**src/rtl/eq_band_mixer.sv**
```systemverilog
// Sequential band mixer: sums NUM_BANDS captured bands one per cycle, applies master volume, saturates to 16b.
// Optional clip counter (clr_clip / clip_cnt) is present when EQ_MIX_CLIP_CNT_EN is defined.
module eq_band_mixer #(
    parameter int unsigned NUM_BANDS = 5,
    parameter int unsigned VOL_W     = 12
) (
    input  logic                      clk,
    input  logic                      rst_n,
    input  logic                      seq_valid,
    input  logic [16*NUM_BANDS-1:0]   band_in,
    input  logic [VOL_W-1:0]          VOLUME,
`ifdef EQ_MIX_CLIP_CNT_EN
    input  logic                      clr_clip,
    output logic [7:0]                clip_cnt,
`endif
    output logic [15:0]               aud_out,
    output logic                      aud_vld,
    output logic                      busy
);

    localparam int unsigned ACC_W  = 19;
    localparam int unsigned IDX_W  = 3;
    localparam int unsigned BAND_W = 16 * NUM_BANDS;

    typedef enum logic [1:0] {
        IDLE,
        ACC,
        SCALE
    } state_e;

    state_e                    state_q;
    logic [BAND_W-1:0]         bands_q;
    logic [VOL_W-1:0]          vol_q;
    logic signed [ACC_W-1:0]   acc_q;
    logic [IDX_W-1:0]          idx_q;
    logic [15:0]               aud_out_q;
    logic                      aud_vld_q;
    logic                      busy_q;

    logic signed [ACC_W-1:0]   band_ext_c;
    logic signed [ACC_W-1:0]   acc_sum_c;
    logic signed [31:0]        shift_c;
    logic [15:0]               sat_c;

    // Current band is always the low slice; the holding register shifts down each ACC cycle.
    always_comb begin
        band_ext_c = {{(ACC_W-16){bands_q[15]}}, bands_q[15:0]};
        acc_sum_c  = acc_q + band_ext_c;
        shift_c    = ($signed(32'(acc_q)) * $signed(32'({1'b0, vol_q}))) >>> 11;
        sat_c      = shift_c[15:0];
        if (shift_c > 32'sd32767) begin
            sat_c = 16'h7FFF;
        end else if (shift_c < -32'sd32768) begin
            sat_c = 16'h8000;
        end
    end

    always_ff @(posedge clk or negedge rst_n) begin
        if (!rst_n) begin
            state_q   <= IDLE;
            bands_q   <= '0;
            vol_q     <= '0;
            acc_q     <= '0;
            idx_q     <= '0;
            aud_out_q <= '0;
            aud_vld_q <= 1'b0;
            busy_q    <= 1'b0;
        end else begin
            aud_vld_q <= 1'b0;
            case (state_q)
                IDLE: begin
                    if (seq_valid) begin
                        bands_q <= band_in;
                        vol_q   <= VOLUME;
                        acc_q   <= '0;
                        idx_q   <= '0;
                        busy_q  <= 1'b1;
                        state_q <= ACC;
                    end
                end
                ACC: begin
                    acc_q   <= acc_sum_c;
                    bands_q <= bands_q >> 16;
                    idx_q   <= idx_q + 3'd1;
                    if (idx_q == IDX_W'(NUM_BANDS - 1)) begin
                        state_q <= SCALE;
                    end
                end
                SCALE: begin
                    aud_out_q <= sat_c;
                    aud_vld_q <= 1'b1;
                    busy_q    <= 1'b0;
                    state_q   <= IDLE;
                end
                default: begin
                    state_q <= IDLE;
                    busy_q  <= 1'b0;
                end
            endcase
        end
    end

`ifdef EQ_MIX_CLIP_CNT_EN
    logic       clip_c;
    logic [7:0] clip_cnt_q;

    assign clip_c = (shift_c > 32'sd32767) || (shift_c < -32'sd32768);

    // Saturating count of clipped output samples; clear wins over increment.
    always_ff @(posedge clk or negedge rst_n) begin
        if (!rst_n) begin
            clip_cnt_q <= '0;
        end else if (clr_clip) begin
            clip_cnt_q <= '0;
        end else if (state_q == SCALE && clip_c && clip_cnt_q != 8'hFF) begin
            clip_cnt_q <= clip_cnt_q + 8'd1;
        end
    end

    assign clip_cnt = clip_cnt_q;
`endif

    assign aud_out = aud_out_q;
    assign aud_vld = aud_vld_q;
    assign busy    = busy_q;

endmodule

```
**config.mk**
```make
export PLATFORM = sky130hd
export DESIGN_NAME = eq_band_mixer
export DESIGN_NICKNAME = d
export VERILOG_FILES = /design/src/rtl/eq_band_mixer.sv
export SDC_FILE = /design/constraint.sdc
export NUM_CORES = 1
export LEC_CHECK = 0
export CAP_MARGIN = 20
export CORE_ASPECT_RATIO = 1.75
export CORE_MARGIN = 2
export CORE_UTILIZATION = 60
export CTS_BUF_LIST = sky130_fd_sc_hd__clkbuf_8
export DETAILED_ROUTE_END_ITERATION = 8
export HOLD_SLACK_MARGIN = 0.03
export PLACE_DENSITY = 0.82
export SYNTH_ARGS = -nofsm -noshare
export SYNTH_HDL_FRONTEND = slang
export SYNTH_SLANG_ARGS = --single-unit
export TNS_END_PERCENT = 10
```
**constraint.sdc**
```tcl
create_clock -name clk -period 14.6 [get_ports clk]
set_input_delay 3.65 -clock clk [delete_from_list [all_inputs] [get_ports clk]]
set_output_delay 3.65 -clock clk [all_outputs]
set_load 0.05 [all_outputs]
```
==> results.json, run 1 <==
{
  "outcome": "complete, no violations",
  "postCtsSetupBuffers": 0,
  "timing_hold_violations_final": 0,
  "hold_path_class": "flip-flop to flip-flop",
  "relSlewSlack_pct": 34.8,
  "numCtsBuffers": 17,
  "setup_viol": 0,
  "stdcell_area_um2": 16100,
  "critPathMaxStageDelay_ns": 0.80,
  "die_x_um": 121,
  "whs_endpoint": "bands_q[48]$_DFFE_PN0P_",
  "rsz0062_at_grt": "false",
  "cp_data_arrival_time_ns": 7.42,
  "num_antenna_cells": 0,
  "port_buffers": 112,
  "wl_um": 31400,
  "maxCapViolCount": 0,
  "drv_slew": 0,
  "cts_resized": 0,
  "dp_slack_ns": 7.46,
  "period_share_pct": 48.5,
  "drcViolationCount": 0,
  "fin_skew_ns": 0.0186,
  "wl_per_cell_um": 16.3,
  "yosys_warnings": 0,
  "syn-cell-area_um2": 14500,
  "wl_met1_um": 11400,
  "drtIter0Drc": 434,
  "vias": 10649,
  "clk_pin_slew_ns": 0.09,
  "grt_antenna_before_repair": 0,
  "wl_met2_um": 17300,
  "holdCritStartpoint": "bands_q[48]$_DFFE_PN0P_",
  "cts_root_buf": "clkbuf_8",
  "io_pins": 113,
  "fmax_mhz": 141,
  "initial_utilization_pct": 60.7,
  "hold_depth": 2,
  "finalSetupTns_ns": 0,
  "viasPerCell": 5.52,
  "grt_pass1_wl_um": 53800,
  "cts_num_sinks": 134,
  "syn2layout_area_growth_pct": 11.4,
  "synth_flop_cell": "dfrtp_1",
  "die_y_um": 209,
  "required_ns": 14.94,
  "grt_start_max_net_pins": 132,
  "crit_fanout": 20,
  "drive_gt1_share_pct": 3.82,
  "synth.distinct_cells": 59,
  "cts_max_level": 4,
  "dr.max_layer_used": "met4",
  "fin_crit_ns": 7.08,
  "synth_cells": 1553,
  "reg2reg_from": "vol_q[1]$_DFFE_PN0P_",
  "async_reset_ff_share_pct": 100,
  "place_hpwl_um": 25000,
  "seq_area_frac_synth_pct": 23.2,
  "cts_tree": "built",
  "cp-start-kind": "flip-flop",
  "dieArea_um2": 25400,
  "finalNetCount": 2001,
  "cpMaxStageDelayCell": "fa_1",
  "end_kind": "flip-flop",
  "coreArea_um2": 23800,
  "ys_ff_latch": 134,
  "clkLatencyLatePin_ns": 0.47,
  "cpMostUsedCell": "fa_1",
  "synth_nets": 1945,
  "tightestPinTransition_ns": 0.978,
  "criticalPathCategory": "flip-flop to flip-flop",
  "clockBufferDepth": 2,
  "gp_congestion": 0.892,
  "ff2ff_path_depth": 17,
  "reg2reg_to": "aud_out[11]$_DFFE_PN0P_",
  "gr-total-overflow": 0,
  "synth.avg_cell_area_um2": 9.31,
  "setup_ws_ns": 7.52,
  "r2r_slack_ns": 7.52,
  "synth_edf_count": 0,
  "ant_nets": 0,
  "rows": 75,
  "dr.pass1.iters": 7,
  "post_dp_cell_area_um2": 15700,
  "grt_pass1_vias": 11613,
  "cp_num_buf_inv": 3,
  "route.met3.wl_um": 1540,
  "cp_top_family": "adder cells",
  "grt_use_total_pct": 26.8,
  "ctsHoldBuffers": 0,
  "path_cells": "nand2_1 > fa_1 > fa_1 > inv_1 > fa_1 > fa_1 > inv_1 > fa_1 > inv_1 > ha_1 > and3_1 > a221oi_1 > a21oi_1 > o311a_1 > or4b_1 > a22oi_1 > o21ai_0"
}
## tightest hold or removal path, cell delays in order (launching register included)
cell and delay [ns]:
dfrtp_1 0.35, nand2_1 0.05, o21ai_0 0.06
## how the worst max path moves through the flow
stage / start / endpoint / slack (ns) / depth (start not counted)
after floorplan: vol_q[1]$_DFFE_PN0P_ / aud_out[3]$_DFFE_PN0P_ / 8.16 / 21
after global placement: vol_q[7]$_DFFE_PN0P_ / aud_out[0]$_DFFE_PN0P_ / 7.81 / 20
after detailed placement: vol_q[2]$_DFFE_PN0P_ / aud_out[2]$_DFFE_PN0P_ / 7.46 / 18
after CTS: vol_q[2]$_DFFE_PN0P_ / aud_out[2]$_DFFE_PN0P_ / 7.48 / 18
after global routing: vol_q[1]$_DFFE_PN0P_ / aud_out[11]$_DFFE_PN0P_ / 7.01 / 17
final: vol_q[1]$_DFFE_PN0P_ / aud_out[11]$_DFFE_PN0P_ / 7.52 / 17
## layout make-up
cell class	instances	area [um2]
Inverter	283	1060
Clock buffer	18	248
Clock inverter	14	128
Fill cell	1869	7720
Tap cell	308	385
Multi-Input combinational cell	1055	9750
Sequential cell	134	3350
Timing Repair Buffer	118	1190
## flip-flops by register name, indices dropped and copies added (netlist names)
| signal | flops |
|---|---|
| acc_q | 19 |
| aud_out | 16 |
| aud_vld | 1 |
| bands_q | 80 |
| busy | 1 |
| idx_q | 3 |
| state_q | 2 |
| vol_q | 12 |
## placed cells by master, fill, tap and decap left out, types with 3 or more instances in the layout
cell type	instances
a211oi_1	6
clkinv_4	4
a211o_1	3
nand2b_1	6
xor2_1	14
inv_6	3
clkdlybuf4s50_1	111
nor2_1	22
o21ai_1	10
a31oi_1	4
a21oi_1	36
o21a_1	4
nor3_1	15
mux2_2	12
clkinvlp_4	3
clkbuf_8	18
inv_1	284
o211ai_1	6
mux2i_1	64
o21ai_0	98
a21boi_0	3
dfrtp_1	134
ha_1	89
nand2_1	238
and3_1	6
nand3_1	13
buf_4	5
a21o_1	11
xnor2_1	18
or3_1	6
and2_1	106
a22o_1	21
fa_1	208
## layer usage
layer / vias to the layer above / global-route usage, %
met2: 334 / 49.2
met5: - / 0
met4: 0 / 11.3
met3: 84 / 4.92
li1: 4961 / -
met1: 5270 / 29.9
## per-stage QoR
stage          utilization [%]  std cells  hold slack, ns
2_1_floorplan                -       1553           0.450
3_3_place_gp              65.9       1896           0.460
3_5_place_dp              65.9       1896           0.470
4_1_cts                   67.5       1928           0.488
5_1_grt                   67.6       1930           0.504
6_report                  67.6       1930           0.483
## logic make-up after synthesis
group	after synthesis	share of synthesized area, %
compound gates	221	9.44
buf+inv	364	9.54
mux	76	5.36
flops	134	23.2
simple gates	429	14.0
fa+ha+maj	297	36.5
xor+xnor	32	1.94
## Yosys cell counts, drive strengths merged (2+ instances only)
| master | number | area share [%] |
|---|---|---|
| a211o | 3 | 0.18 |
| mux2 | 12 | 0.93 |
| a21o | 11 | 0.57 |
| a211oi | 6 | 0.31 |
| a31oi | 4 | 0.17 |
| a22oi | 2 | 0.10 |
| clkbuf | 70 | 1.8 |
| a21boi | 3 | 0.16 |
| o211ai | 8 | 0.54 |
| xnor2 | 18 | 1.1 |
| ha | 89 | 7.7 |
| and2 | 106 | 4.6 |
| nand2 | 238 | 6.2 |
| o311a | 2 | 0.14 |
| xor2 | 14 | 0.85 |
| mux2i | 64 | 4.4 |
| o21ai | 109 | 3.8 |
| nand3 | 13 | 0.45 |
| dfrtp | 134 | 23 |
| o21a | 4 | 0.21 |
| nand4 | 3 | 0.23 |
| nor3b | 2 | 0.10 |
| o21bai | 2 | 0.10 |
| fa | 208 | 29 |
| inv | 283 | 7.3 |
| buf | 11 | 0.38 |
| nor2b | 3 | 0.13 |
| or3 | 6 | 0.26 |
| nor2 | 22 | 0.57 |
| and3 | 6 | 0.26 |
| nand2b | 6 | 0.26 |
| or2 | 2 | 0.086 |
| a21oi | 37 | 1.3 |
| a22o | 21 | 1.3 |
| nor3 | 16 | 0.59 |
Power of run 1 is not shown: default switching activity piles up to over one toggle a cycle in this logic, so the estimate is an artifact.
==> run 2: changes to the inputs <==
==> constraint.sdc (replaced) <==
create_clock -name clk -period 7.4 [get_ports clk]
set_input_delay 1.85 -clock clk [delete_from_list [all_inputs] [get_ports clk]]
set_output_delay 1.85 -clock clk [all_outputs]
set_load 0.05 [all_outputs]
==> results.json, run 2 (same netlist as run 1, synthesis figures left out) <==
{
  "outcome": "complete, no violations",
  "place_hpwl_um": 24200,
  "die_y_um": 209,
  "cts_max_level": 4,
  "reg2reg_to": "aud_out[11]$_DFFE_PN0P_",
  "cts_num_sinks": 134,
  "period_share_pct": 94.1,
  "required_ns": 7.75,
  "clkLatencyLatePin_ns": 0.47,
  "timing_hold_violations_final": 0,
  "maxCapViolCount": 0,
  "relSlewSlack_pct": 32.0,
  "cp-start-kind": "flip-flop",
  "die_x_um": 121,
  "cpMaxStageDelayCell": "dfrtp_1",
  "grt_use_total_pct": 26.1,
  "final_cell_mix": "inv_1, nand2_1, fa_1",
  "num_antenna_cells": 0,
  "fin_skew_ns": 0.0209,
  "coreArea_um2": 23800,
  "dpl.cell_count": 1899,
  "vias": 10560,
  "numCtsBuffers": 17,
  "whs_ns": 0.483,
  "cp_data_arrival_time_ns": 7.31,
  "fmax_mhz": 144,
  "syn2layout_area_growth_pct": 12.1,
  "dieArea_um2": 25400,
  "regMostFlops": "bands_q",
  "viasPerCell": 5.47,
  "ctsHoldBuffers": 0,
  "hold_depth": 2,
  "cpMostUsedCell": "fa_1",
  "holdCritStartpoint": "bands_q[25]$_DFFE_PN0P_",
  "crit_fanout": 20,
  "final_cells": 1932,
  "port_buffers": 112,
  "drcViolationCount": 0,
  "initial_utilization_pct": 60.7,
  "wl_um": 30400,
  "gp_congestion": 0.875,
  "grt_pass1_wl_um": 53100,
  "end_kind": "flip-flop",
  "r2r_slack_ns": 0.44,
  "critPathMaxStageDelay_ns": 0.81,
  "wl_per_cell_um": 15.7,
  "rows": 75,
  "rsz0062_at_grt": "false",
  "postCtsSetupBuffers": 0,
  "setup_viol": 0,
  "stdcell_area_um2": 16200,
  "grt_start_max_net_pins": 106,
  "drive_gt1_share_pct": 4.13,
  "dr.pass1.iters": 7,
  "clockBufferDepth": 2,
  "reg2reg_from": "vol_q[9]$_DFFE_PN0P_",
  "whs_endpoint": "bands_q[25]$_DFFE_PN0P_",
  "ff2ff_path_depth": 20,
  "layout_commonest_cell": "inv_1",
  "ant_nets": 0,
  "cts_root_buf": "clkbuf_8",
  "drtIter0Drc": 431,
  "grt_pass1_vias": 11614,
  "post_dp_cell_area_um2": 15700,
  "hold_path_class": "flip-flop to flip-flop",
  "finalSetupTns_ns": 0,
  "criticalPathCategory": "flip-flop to flip-flop",
  "io_pins": 113,
  "tightestPinTransition_ns": 1.02,
  "finalNetCount": 2003,
  "drv_slew": 0,
  "clk_pin_slew_ns": 0.10,
  "path_cells": "nand2_1 > fa_1 > inv_1 > fa_1 > fa_1 > fa_1 > inv_1 > fa_1 > inv_1 > ha_1 > nand2_1 > o21ai_0 > o211ai_1 > o211ai_4 > nand4_4 > a2111o_1 > o311a_1 > or4b_1 > a22oi_1 > o21ai_0",
  "fin_crit_ns": 6.96,
  "largest_reg_flops": 80,
  "cts_tree": "built",
  "gr-total-overflow": 0,
  "grt_antenna_before_repair": 0
}
run 2: area by class of cell:
type	count	area (um2)
clock inverter	14	223
multi-input combinational	1055	9760
inverter	283	1060
sequential	134	3350
fill	1844	7620
timing repair buffer	120	1180
tap	308	385
clock buffer	18	248
run 2: critical path: cells and delay by family, from the launching register on:
kind | cells | cell delay [ns]
adders and majority gates | 6 | 3.00
AOI/OAI and AO/OA | 7 | 1.65
and+or+nand+nor | 4 | 1.20
DFF | 1 | 0.81
buffers and inverters | 3 | 0.17
run 2: repair_timing:
item,4_1_cts,5_1_grt
gates resized for setup,0,2
endpoints found under the hold margin,0,0
endpoints found under the setup margin,0,3
run 2: per-layer routing:
| layer | part of all wire [%] | track usage (%) | wire, um |
|---|---|---|---|
| met2 | 55 | 48.3 | 16800 |
| met1 | 37 | 30.0 | 11400 |
| met4 | 2.9 | 9.24 | 872 |
| met3 | 4.5 | 4.51 | 1380 |
| met5 | 0 | 0 | 0 |
run 2: stage by stage:
step	setup slack (ns)	util, %
finish	0.436	68.0
global route	0.0378	68.0
CTS	0.365	68.0
detailed placement	0.354	66.0
global placement	0.542	66.0
floorplan	0.960	-
run 2: worst max-delay path by stage:
stage | from | to | slack (ns)
floorplan | vol_q[1]$_DFFE_PN0P_ | aud_out[3]$_DFFE_PN0P_ | 0.96
global placement | vol_q[2]$_DFFE_PN0P_ | aud_out[11]$_DFFE_PN0P_ | 0.54
detailed placement | vol_q[2]$_DFFE_PN0P_ | aud_out[11]$_DFFE_PN0P_ | 0.35
CTS | vol_q[2]$_DFFE_PN0P_ | aud_out[11]$_DFFE_PN0P_ | 0.36
global route | vol_q[9]$_DFFE_PN0P_ | aud_out[1]$_DFFE_PN0P_ | 0.04
finish | vol_q[9]$_DFFE_PN0P_ | aud_out[11]$_DFFE_PN0P_ | 0.44
Power of run 2 is left out for the same reason.
==> run 3: changes to the inputs <==
--- a/config.mk
+++ b/config.mk
@@ -8,11 +8,10 @@
 export CAP_MARGIN = 20
 export CORE_ASPECT_RATIO = 1.75
 export CORE_MARGIN = 2
-export CORE_UTILIZATION = 60
+export CORE_UTILIZATION = 45
 export CTS_BUF_LIST = sky130_fd_sc_hd__clkbuf_8
 export DETAILED_ROUTE_END_ITERATION = 8
 export HOLD_SLACK_MARGIN = 0.03
-export PLACE_DENSITY = 0.82
 export SYNTH_ARGS = -nofsm -noshare
 export SYNTH_HDL_FRONTEND = slang
 export SYNTH_SLANG_ARGS = --single-unit
==> results.json, run 3 (same netlist as run 1, synthesis figures left out) <==
{
  "cts_max_level": 4,
  "drive_gt1_share_pct": 4.53,
  "gp_congestion": 0.827,
  "grt_start_max_net_pins": 89,
  "wl_per_cell_um": 15.5,
  "clockBufferDepth": 2,
  "setup_ws_ns": 0.463,
  "relSlewSlack_pct": 34.4,
  "criticalPathCategory": "flip-flop to flip-flop",
  "maxCapViolCount": 0,
  "layout_commonest_cell": "inv_1",
  "wl_um": 31500,
  "coreArea_um2": 31500,
  "hold_path_class": "flip-flop to flip-flop",
  "dr.pass1.iters": 4,
  "gr-total-overflow": 0,
  "finalSetupTns_ns": 0,
  "cts_root_buf": "clkbuf_8",
  "dieArea_um2": 33600,
  "dp_slack_ns": 0.247,
  "drtIter0Drc": 322,
  "numCtsBuffers": 17,
  "rsz0062_at_grt": "false",
  "drv_slew": 0,
  "tightestPinTransition_ns": 0.984,
  "grt_antenna_before_repair": 0,
  "outcome": "complete, no violations",
  "required_ns": 7.79,
  "grt_pass1_vias": 11349,
  "die_x_um": 140,
  "syn2layout_area_growth_pct": 12.7,
  "largest_reg_flops": 80,
  "crit_fanout": 20,
  "port_buffers": 112,
  "drcViolationCount": 0,
  "io_pins": 113,
  "die_y_um": 241,
  "vias": 10339,
  "regMostFlops": "bands_q",
  "cp_data_arrival_time_ns": 7.32,
  "rows": 86,
  "ant_nets": 0,
  "cp-start-kind": "flip-flop",
  "ff2ff_path_depth": 20,
  "end_kind": "flip-flop",
  "finalNetCount": 2012,
  "clk_pin_slew_ns": 0.09,
  "cts_tree": "built",
  "place_hpwl_um": 25500,
  "viasPerCell": 5.09,
  "r2r_slack_ns": 0.46,
  "grt_pass1_wl_um": 53800,
  "fmax_mhz": 144,
  "final_cell_mix": "inv_1, nand2_1, fa_1",
  "hold_depth": 2,
  "initial_utilization_pct": 45.9,
  "cts_num_sinks": 134,
  "fin_crit_ns": 6.94,
  "timing_hold_violations_final": 0,
  "clkLatencyLatePin_ns": 0.50,
  "period_share_pct": 93.7,
  "grt_use_total_pct": 20.0,
  "setup_viol": 0,
  "fin_skew_ns": 0.0210
}
## run 3: what timing repair did
item                       CTS  global route
hold buffers                 0             0
setup buffers                0             0
setup endpoints to repair    0            15
gates resized for setup      0             2
## run 3: final cells by class
cell class / count / area [um2]
fill: 2990 / 15200
multi-input combinational: 1055 / 9760
sequential: 134 / 3350
timing repair buffer: 129 / 1250
inverter: 283 / 1060
tap: 396 / 495
clock buffer: 19 / 262
clock inverter: 13 / 109
antenna: 1 / 2.50
## run 3: per-layer routing
layer	global-route usage, %	part of all wire [%]	up-vias
met1	21.7	39	5092
met3	3.45	3.2	61
met5	0	0	-
met2	38.0	54	204
met4	8.51	3.4	0
li1	-	-	4982
## run 3: per-stage QoR
step	util [%]	instance area (um2)	hold WS, ns	instances
5_1_grt	51.7	16300	0.506	2029
3_3_place_gp	50.5	15900	0.460	1996
4_1_cts	51.6	16300	0.487	2028
3_5_place_dp	50.5	15900	0.470	1996
2_1_floorplan	-	14500	0.450	1553
6_report	51.7	16300	0.479	2030
## run 3: critical path, stage by stage, from the launching register on
cell and delay [ns]:
dfrtp_1 0.79, nand2_1 0.17, fa_1 0.53, fa_1 0.53
inv_1 0.06, fa_1 0.50, fa_1 0.54, inv_1 0.05
fa_1 0.53, inv_1 0.04, ha_1 0.33, o211ai_1 0.10
o21ai_1 0.23, nand3_1 0.17, o211ai_4 0.31, nand4_4 0.18
a2111o_1 0.44, o311a_1 0.16, or4b_1 0.79, a22oi_1 0.27
o21ai_0 0.09
## run 3: path summary, 6_finish.rpt
kind / from / end
worst max-delay path: vol_q[4]$_DFFE_PN0P_ / aud_out[11]$_DFFE_PN0P_
worst min-delay path: bands_q[20]$_DFFE_PN0P_ / bands_q[20]$_DFFE_PN0P_
worst max register to register: vol_q[4]$_DFFE_PN0P_ / aud_out[11]$_DFFE_PN0P_
worst min register to register: bands_q[20]$_DFFE_PN0P_ / bands_q[20]$_DFFE_PN0P_
max in group asynchronous: rst_n / vol_q[1]$_DFFE_PN0P_
min in group asynchronous: rst_n / bands_q[47]$_DFFE_PN0P_
Power of run 3 is left out for the same reason.
